===== config.mk =====
export PLATFORM = sky130hd
export DESIGN_NAME = spi_flash_rdid_responder_flat
export DESIGN_NICKNAME = d
export VERILOG_FILES = /design/src/rtl/spi_flash_rdid_responder_if.sv /design/src/rtl/spi_flash_rdid_responder.sv /design/src/flat_wrapper.sv
export SDC_FILE = /design/constraint.sdc
export NUM_CORES = 1
export LEC_CHECK = 0
export CORE_MARGIN = 2
export CORE_UTILIZATION = 49
export DETAILED_ROUTE_END_ITERATION = 6
export GPL_TIMING_DRIVEN = 0
export PLACE_DENSITY = 0.74
export REMOVE_ABC_BUFFERS = 1
export SETUP_SLACK_MARGIN = 0.05
export SLEW_MARGIN = 25
export SYNTH_ARGS = -nofsm -noshare
export SYNTH_HDL_FRONTEND = slang
export SYNTH_SLANG_ARGS = --single-unit

===== constraint.sdc =====
create_clock -name clk -period 2.1 [get_ports clk]
set_clock_uncertainty 0.1 [all_clocks]
set_input_delay 0.21 -clock clk [delete_from_list [all_inputs] [get_ports clk]]
set_output_delay 0.21 -clock clk [all_outputs]
set_load 0.05 [all_outputs]

===== src/rtl/spi_flash_rdid_responder_if.sv =====
// SPI pin bundle plus responder status, shared by the SPI master (or bench) and the RDID responder.
interface spi_flash_rdid_responder_if;
  logic       SPICLK;
  logic       SPIMOSI;
  logic       chip_select;
  logic       SPIMISO;
  logic       busy;
  logic       cmd_strobe;
  logic [7:0] last_cmd;
  logic [7:0] rdid_count;

  modport master (
    output SPICLK, SPIMOSI, chip_select,
    input  SPIMISO, busy, cmd_strobe, last_cmd, rdid_count
  );

  modport slave (
    input  SPICLK, SPIMOSI, chip_select,
    output SPIMISO, busy, cmd_strobe, last_cmd, rdid_count
  );
endinterface


===== src/rtl/spi_flash_rdid_responder.sv =====
// SPI mode-0 slave standing in for a PROM: decodes one command byte, then streams the
// JEDEC RDID bytes or the status byte on SPIMISO. The SPI pins are oversampled on clk.
module spi_flash_rdid_responder #(
  parameter logic [7:0] MANUFACTURE_ID  = 8'h20,
  parameter logic [7:0] MEMORY_TYPE     = 8'h20,
  parameter logic [7:0] MEMORY_CAPACITY = 8'h15,
  parameter logic [7:0] STATUS_REG      = 8'h00
) (
  input  logic                         clk,
  input  logic                         reset_n,
  spi_flash_rdid_responder_if.slave    bus
);

  typedef enum logic [2:0] {
    ST_IDLE   = 3'd0,
    ST_CMD    = 3'd1,
    ST_RDID   = 3'd2,
    ST_RDSR   = 3'd3,
    ST_IGNORE = 3'd4
  } state_t;

  state_t     state_q;
  logic [2:0] sclk_q;
  logic [1:0] mosi_q;
  logic [2:0] cs_q;
  logic [1:0] fill_q;
  logic       armed_q;
  logic [7:0] shift_q;
  logic [2:0] bit_cnt_q;
  logic [1:0] byte_idx_q;
  logic [1:0] byte_idx_d;
  logic [7:0] reload_d;
  logic       miso_q;
  logic       busy_q;
  logic       strobe_q;
  logic [7:0] last_cmd_q;
  logic [7:0] rdid_cnt_q;

  logic       sclk_rise_s;
  logic       sclk_fall_s;
  logic       cs_rise_s;
  logic       cs_fall_s;
  logic [7:0] cmd_next_s;

  // A select fall only counts once the synchronizer holds real pin samples that showed
  // the slave deselected; this keeps a reset released mid-transaction parked in IDLE.
  assign sclk_rise_s = sclk_q[1] & ~sclk_q[2];
  assign sclk_fall_s = ~sclk_q[1] & sclk_q[2];
  assign cs_rise_s   = cs_q[1] & ~cs_q[2];
  assign cs_fall_s   = armed_q & ~cs_q[1] & cs_q[2];
  assign cmd_next_s  = {shift_q[6:0], mosi_q[1]};

  // Pin synchronizers, edge-history flops and the deselect-seen qualifier.
  always_ff @(posedge clk or negedge reset_n) begin
    if (!reset_n) begin
      sclk_q  <= 3'b000;
      mosi_q  <= 2'b00;
      cs_q    <= 3'b111;
      fill_q  <= 2'd0;
      armed_q <= 1'b0;
    end else begin
      sclk_q  <= {sclk_q[1:0], bus.SPICLK};
      mosi_q  <= {mosi_q[0], bus.SPIMOSI};
      cs_q    <= {cs_q[1:0], bus.chip_select};
      fill_q  <= (fill_q == 2'd3) ? 2'd3 : fill_q + 2'd1;
      armed_q <= armed_q | ((fill_q == 2'd3) & cs_q[1]);
    end
  end

  // Next response byte: status repeats forever, the ID cycles through its three bytes.
  always_comb begin
    byte_idx_d = (byte_idx_q == 2'd2) ? 2'd0 : byte_idx_q + 2'd1;
    reload_d   = MANUFACTURE_ID;
    if (state_q == ST_RDSR) begin
      reload_d = STATUS_REG;
    end else begin
      case (byte_idx_d)
        2'd0:    reload_d = MANUFACTURE_ID;
        2'd1:    reload_d = MEMORY_TYPE;
        2'd2:    reload_d = MEMORY_CAPACITY;
        default: reload_d = MANUFACTURE_ID;
      endcase
    end
  end

  // Transaction state machine with registered pin and status outputs.
  always_ff @(posedge clk or negedge reset_n) begin
    if (!reset_n) begin
      state_q    <= ST_IDLE;
      shift_q    <= 8'h00;
      bit_cnt_q  <= 3'd0;
      byte_idx_q <= 2'd0;
      miso_q     <= 1'b0;
      busy_q     <= 1'b0;
      strobe_q   <= 1'b0;
      last_cmd_q <= 8'h00;
      rdid_cnt_q <= 8'h00;
    end else begin
      strobe_q <= 1'b0;
      busy_q   <= ~cs_q[1];
      if (cs_rise_s) begin
        state_q    <= ST_IDLE;
        shift_q    <= 8'h00;
        bit_cnt_q  <= 3'd0;
        byte_idx_q <= 2'd0;
        miso_q     <= 1'b0;
      end else begin
        case (state_q)
          ST_IDLE: begin
            miso_q    <= 1'b0;
            bit_cnt_q <= 3'd0;
            state_q   <= cs_fall_s ? ST_CMD : ST_IDLE;
          end
          ST_CMD: begin
            if (sclk_rise_s) begin
              shift_q   <= cmd_next_s;
              bit_cnt_q <= bit_cnt_q + 3'd1;
              if (bit_cnt_q == 3'd7) begin
                last_cmd_q <= cmd_next_s;
                strobe_q   <= 1'b1;
                byte_idx_q <= 2'd0;
                case (cmd_next_s)
                  8'h9F: begin
                    state_q    <= ST_RDID;
                    shift_q    <= MANUFACTURE_ID;
                    rdid_cnt_q <= rdid_cnt_q + 8'd1;
                  end
                  8'h05: begin
                    state_q <= ST_RDSR;
                    shift_q <= STATUS_REG;
                  end
                  default: state_q <= ST_IGNORE;
                endcase
              end
            end
          end
          ST_RDID, ST_RDSR: begin
            if (sclk_fall_s) begin
              miso_q    <= shift_q[7];
              bit_cnt_q <= bit_cnt_q + 3'd1;
              if (bit_cnt_q == 3'd7) begin
                shift_q    <= reload_d;
                byte_idx_q <= byte_idx_d;
              end else begin
                shift_q <= {shift_q[6:0], 1'b0};
              end
            end
          end
          ST_IGNORE: miso_q <= 1'b0;
          default: begin
            state_q <= ST_IDLE;
            miso_q  <= 1'b0;
          end
        endcase
      end
    end
  end

  assign bus.SPIMISO    = miso_q;
  assign bus.busy       = busy_q;
  assign bus.cmd_strobe = strobe_q;
  assign bus.last_cmd   = last_cmd_q;
  assign bus.rdid_count = rdid_cnt_q;

endmodule


===== src/flat_wrapper.sv =====
// flat-port wrapper written by rule: the top's interface ports become plain ports
module spi_flash_rdid_responder_flat 
#(
  parameter logic [7:0] MANUFACTURE_ID  = 8'h20,
  parameter logic [7:0] MEMORY_TYPE     = 8'h20,
  parameter logic [7:0] MEMORY_CAPACITY = 8'h15,
  parameter logic [7:0] STATUS_REG      = 8'h00
)
  (clk, reset_n, bus_SPICLK, bus_SPIMOSI, bus_chip_select, bus_SPIMISO, bus_busy, bus_cmd_strobe, bus_last_cmd, bus_rdid_count);
  spi_flash_rdid_responder_if bus_i ();
  input  logic clk;
  input  logic reset_n;
  input wire logic [$bits(bus_i.SPICLK)-1:0] bus_SPICLK;
  input wire logic [$bits(bus_i.SPIMOSI)-1:0] bus_SPIMOSI;
  input wire logic [$bits(bus_i.chip_select)-1:0] bus_chip_select;
  output wire logic [$bits(bus_i.SPIMISO)-1:0] bus_SPIMISO;
  output wire logic [$bits(bus_i.busy)-1:0] bus_busy;
  output wire logic [$bits(bus_i.cmd_strobe)-1:0] bus_cmd_strobe;
  output wire logic [$bits(bus_i.last_cmd)-1:0] bus_last_cmd;
  output wire logic [$bits(bus_i.rdid_count)-1:0] bus_rdid_count;
  assign bus_i.SPICLK = bus_SPICLK;
  assign bus_i.SPIMOSI = bus_SPIMOSI;
  assign bus_i.chip_select = bus_chip_select;
  assign bus_SPIMISO = bus_i.SPIMISO;
  assign bus_busy = bus_i.busy;
  assign bus_cmd_strobe = bus_i.cmd_strobe;
  assign bus_last_cmd = bus_i.last_cmd;
  assign bus_rdid_count = bus_i.rdid_count;
  spi_flash_rdid_responder #(.MANUFACTURE_ID(MANUFACTURE_ID), .MEMORY_TYPE(MEMORY_TYPE), .MEMORY_CAPACITY(MEMORY_CAPACITY), .STATUS_REG(STATUS_REG)) u_core (.clk(clk), .reset_n(reset_n), .bus(bus_i));
endmodule

==> results.yml <==
status:
  status: "finished with violations"
  failed_checks: "negative setup slack"
power:
  power_leakage_uw: 0.00121
  powerDensity_mw_per_mm2: 582
  peakVddDrop_mv: 0.575
grt:
  grt_max_degree: 30
  grt_pass1_wl_mm: 6.98
  grt_pass1_vias: 1538
  track_usage_pct: 20.6
  grt_overflow: 0
  antenna_found_initial: 0
yosys:
  seq_area_frac_synth_pct: 58.1
  synthesis.area_mm2: 0.00199
  synth.distinct_cells: 42
  yosysWarnings: 0
  synth_cells: 180
  ys.flop_type: "dfrtp_1"
  ys_top_cells_by_area: "dfrtp_1, nand2_1, dfstp_2, a32o_1, ha_1"
  ys_ff_latch: 46
  synth_edf_count: 0
  synth_top_cell_area_share_pct: 54.1
  syn_avg_cell_area_um2: 11.0
  synthArstFlopShare_pct: 100
  synth_top_cell_by_area: "dfrtp_1"
die:
  io_pins: 24
  coreArea_mm2: 0.00394
  die_w_um: 67.7
  start_util_pct: 50.4
  die_area_mm2: 0.00458
  rows: 23
  dieHeight_um: 67.7
final_layout:
  area_growth_pct: 34.3
  drive_gt1_share_pct: 26.9
  antenna_cells: 0
  nNetsFinal: 231
  final.fill_count: 288
  fin_util_pct: 67.7
placement:
  finalWeightedCongestion: 0.893
  dp_hpwl_mm: 2.70
  portBuffers: 23
run:
  drv_cap: 0
worst_setup_path:
  cp_max_fo: 4
  cp_data_arrival_time_ns: 2.25
  reg2reg_from: "u_core.bit_cnt_q[0]$_DFFE_PN0P_"
  startpoint_type: "register"
  reg2regPathDepth: 7
  worstSetupPathType: "register to register"
  r2r_slack_ns: -0.07
  worstReg2RegEnd: "u_core.bus.rdid_count[5]$_DFFE_PN0P_"
  end_kind: "register"
  required_ns: 2.18
clock_network:
  cts_sinks: 46
  cts_max_path_buffers: 2
  clk_pin_slew_ns: 0.08
  cts_buffers: 5
  clock_latency_ns: 0.30
  htreeDepth: 2
  cts_tree: "built"
  cts-root-buf: "clkbuf_8"
hold_path:
  min_path_type: "input pin to register"
  hold_end: "u_core.cs_q[0]$_DFF_PN1_"
  min_from: "bus_chip_select"
  min_path_cells: 1
detailed_routing:
  wl_mm: 4.36
  drt_iter0_markers: 57
  drtPass1Iterations: 4
  vias: 1536
  drt.antenna.violating_nets: 0
  drc_errors: 0
  wl_per_cell_um: 16.0
  vias_per_cell: 5.63
timing:
  final.setup.worst_slack_ns: -0.0745
  fin_crit_sh_pct: 104
  rsz0062_at_grt: "yes"
  slew-limit-headroom_pct: 63.9
  worst_pin_slew_ns: 0.535
  hold_viol_final: 0
  drv_slew: 0
  fmax_ghz: 0.460
  layout_min_cycle_time_ns: 2.17
  whs_ns: 0.227
  setup_viol: 4
==> registers in the layout, indices dropped and copies added (netlist names) <==
register	cells
u_core.shift_q	8
u_core.bus.last_cmd	8
u_core.bit_cnt_q	3
u_core.fill_q	2
u_core.byte_idx_q	2
u_core.mosi_q	2
u_core.bus.rdid_count	8
u_core.armed_q	1
u_core.state_q	3
u_core.bus.busy	1
u_core.bus.cmd_strobe	1
u_core.bus.SPIMISO	1
u_core.sclk_q	3
u_core.cs_q	3
==> synth_stat cells (4+ instances only) <==
library cell / number
nor3_1: 4
ha_1: 4
nand2_1: 30
o21ai_0: 5
nand2b_1: 6
nand3b_1: 5
nor2_1: 6
dfrtp_1: 43
clkbuf_1: 4
inv_1: 5
nand4_1: 5
a32o_1: 5
a21oi_1: 4
xnor2_1: 5
==> cells by family after synthesis <==
family                   synth area share [%]
AO/OA/AOI/OAI                            12.8
XOR/XNOR                                 3.08
adder cells (fa/ha/maj)                  2.52
buffers and inverters                    2.20
flip-flops                               58.1
multiplexers                             1.07
AND/OR/NAND/NOR                          20.3
==> critical path, stage by stage (launching register included) <==
cell,delay [ns]
dfrtp_1,0.40
ha_4,0.17
ha_4,0.13
nand3b_1,0.10
or4_4,0.56
buf_6,0.15
or3_4,0.32
xnor2_1,0.13
==> worst max path at each step <==
stage	slack, ns	startpoint	end	depth (start not counted)
6_report	-0.07	u_core.bit_cnt_q[0]$_DFFE_PN0P_	u_core.bus.rdid_count[5]$_DFFE_PN0P_	7
5_1_grt	-0.12	u_core.bit_cnt_q[0]$_DFFE_PN0P_	u_core.bus.rdid_count[1]$_DFFE_PN0P_	8
4_1_cts	-0.06	u_core.bit_cnt_q[1]$_DFFE_PN0P_	u_core.bus.rdid_count[5]$_DFFE_PN0P_	7
3_5_place_dp	-0.48	u_core.bit_cnt_q[0]$_DFFE_PN0P_	u_core.bus.rdid_count[1]$_DFFE_PN0P_	7
3_3_place_gp	-0.42	u_core.bit_cnt_q[0]$_DFFE_PN0P_	u_core.bus.rdid_count[1]$_DFFE_PN0P_	7
2_1_floorplan	-0.25	u_core.bit_cnt_q[0]$_DFFE_PN0P_	u_core.bus.rdid_count[7]$_DFFE_PN0P_	6
==> stage by stage <==
stage	worst slack [ns]	std cells	instance area (µm²)	power [µW]	setup TNS [ns]
after floorplan	-0.253	174	1960	996	-0.719
after global placement	-0.419	247	2260	1040	-20.49
after detailed placement	-0.485	248	2270	1040	-3.78
after CTS	-0.0620	272	2570	1550	-0.169
after global routing	-0.118	273	2670	1610	-0.606
final	-0.0745	273	2670	1550	-0.237
==> report_power, final <==
group | internal (µW) | switching [µW] | total, µW
logic | 51.6 | 62.4 | 114
registers | 906 | 25.6 | 931
clock network | 231 | 278 | 508
==> layout make-up <==
cell class | count | area (µm²) | share of cell area (%)
repair buffers | 41 | 414 | 15.5
clock buffers | 6 | 72.6 | 2.72
multi-input cells | 123 | 933 | 35.0
clock inverters | 2 | 10.0 | 0.375
well taps | 50 | 62.6 | 2.34
inverters | 5 | 22.5 | 0.843
flip-flops and latches | 46 | 1150 | 43.3
==> layer usage <==
metal / part of all wire, % / vias to the layer above / GRT usage, %
met5: 0 / - / 0
met4: 1.7 / 0 / 8.42
met3: 4.2 / 8 / 4.00
met2: 53 / 43 / 36.2
met1: 41 / 757 / 24.6
li1: - / 728 / -
==> timing repair <==
item                                    CTS  global route
hold buffers                              1             0
endpoints found under the setup margin   20            18
setup buffers                            15             3
pin swaps                                11            12
hold endpoints to repair                 17             0
gates resized for setup                  17            24
==> placed cells by master, fill, tap and decap left out, types with 4 or more instances in the layout <==
master,synthesis,layout
o21ai_0,5,4
nand3b_1,5,5
nand4_1,5,5
nor2_1,6,6
clkdlybuf4s50_1,0,22
a32o_1,5,5
clkbuf_8,0,5
buf_6,0,7
nand2_1,30,19
nand2_2,0,10
inv_1,5,4
xnor2_1,5,4
dfrtp_1,43,43
nand2b_1,6,6
buf_4,0,8
(Power assumes the default switching activity.)
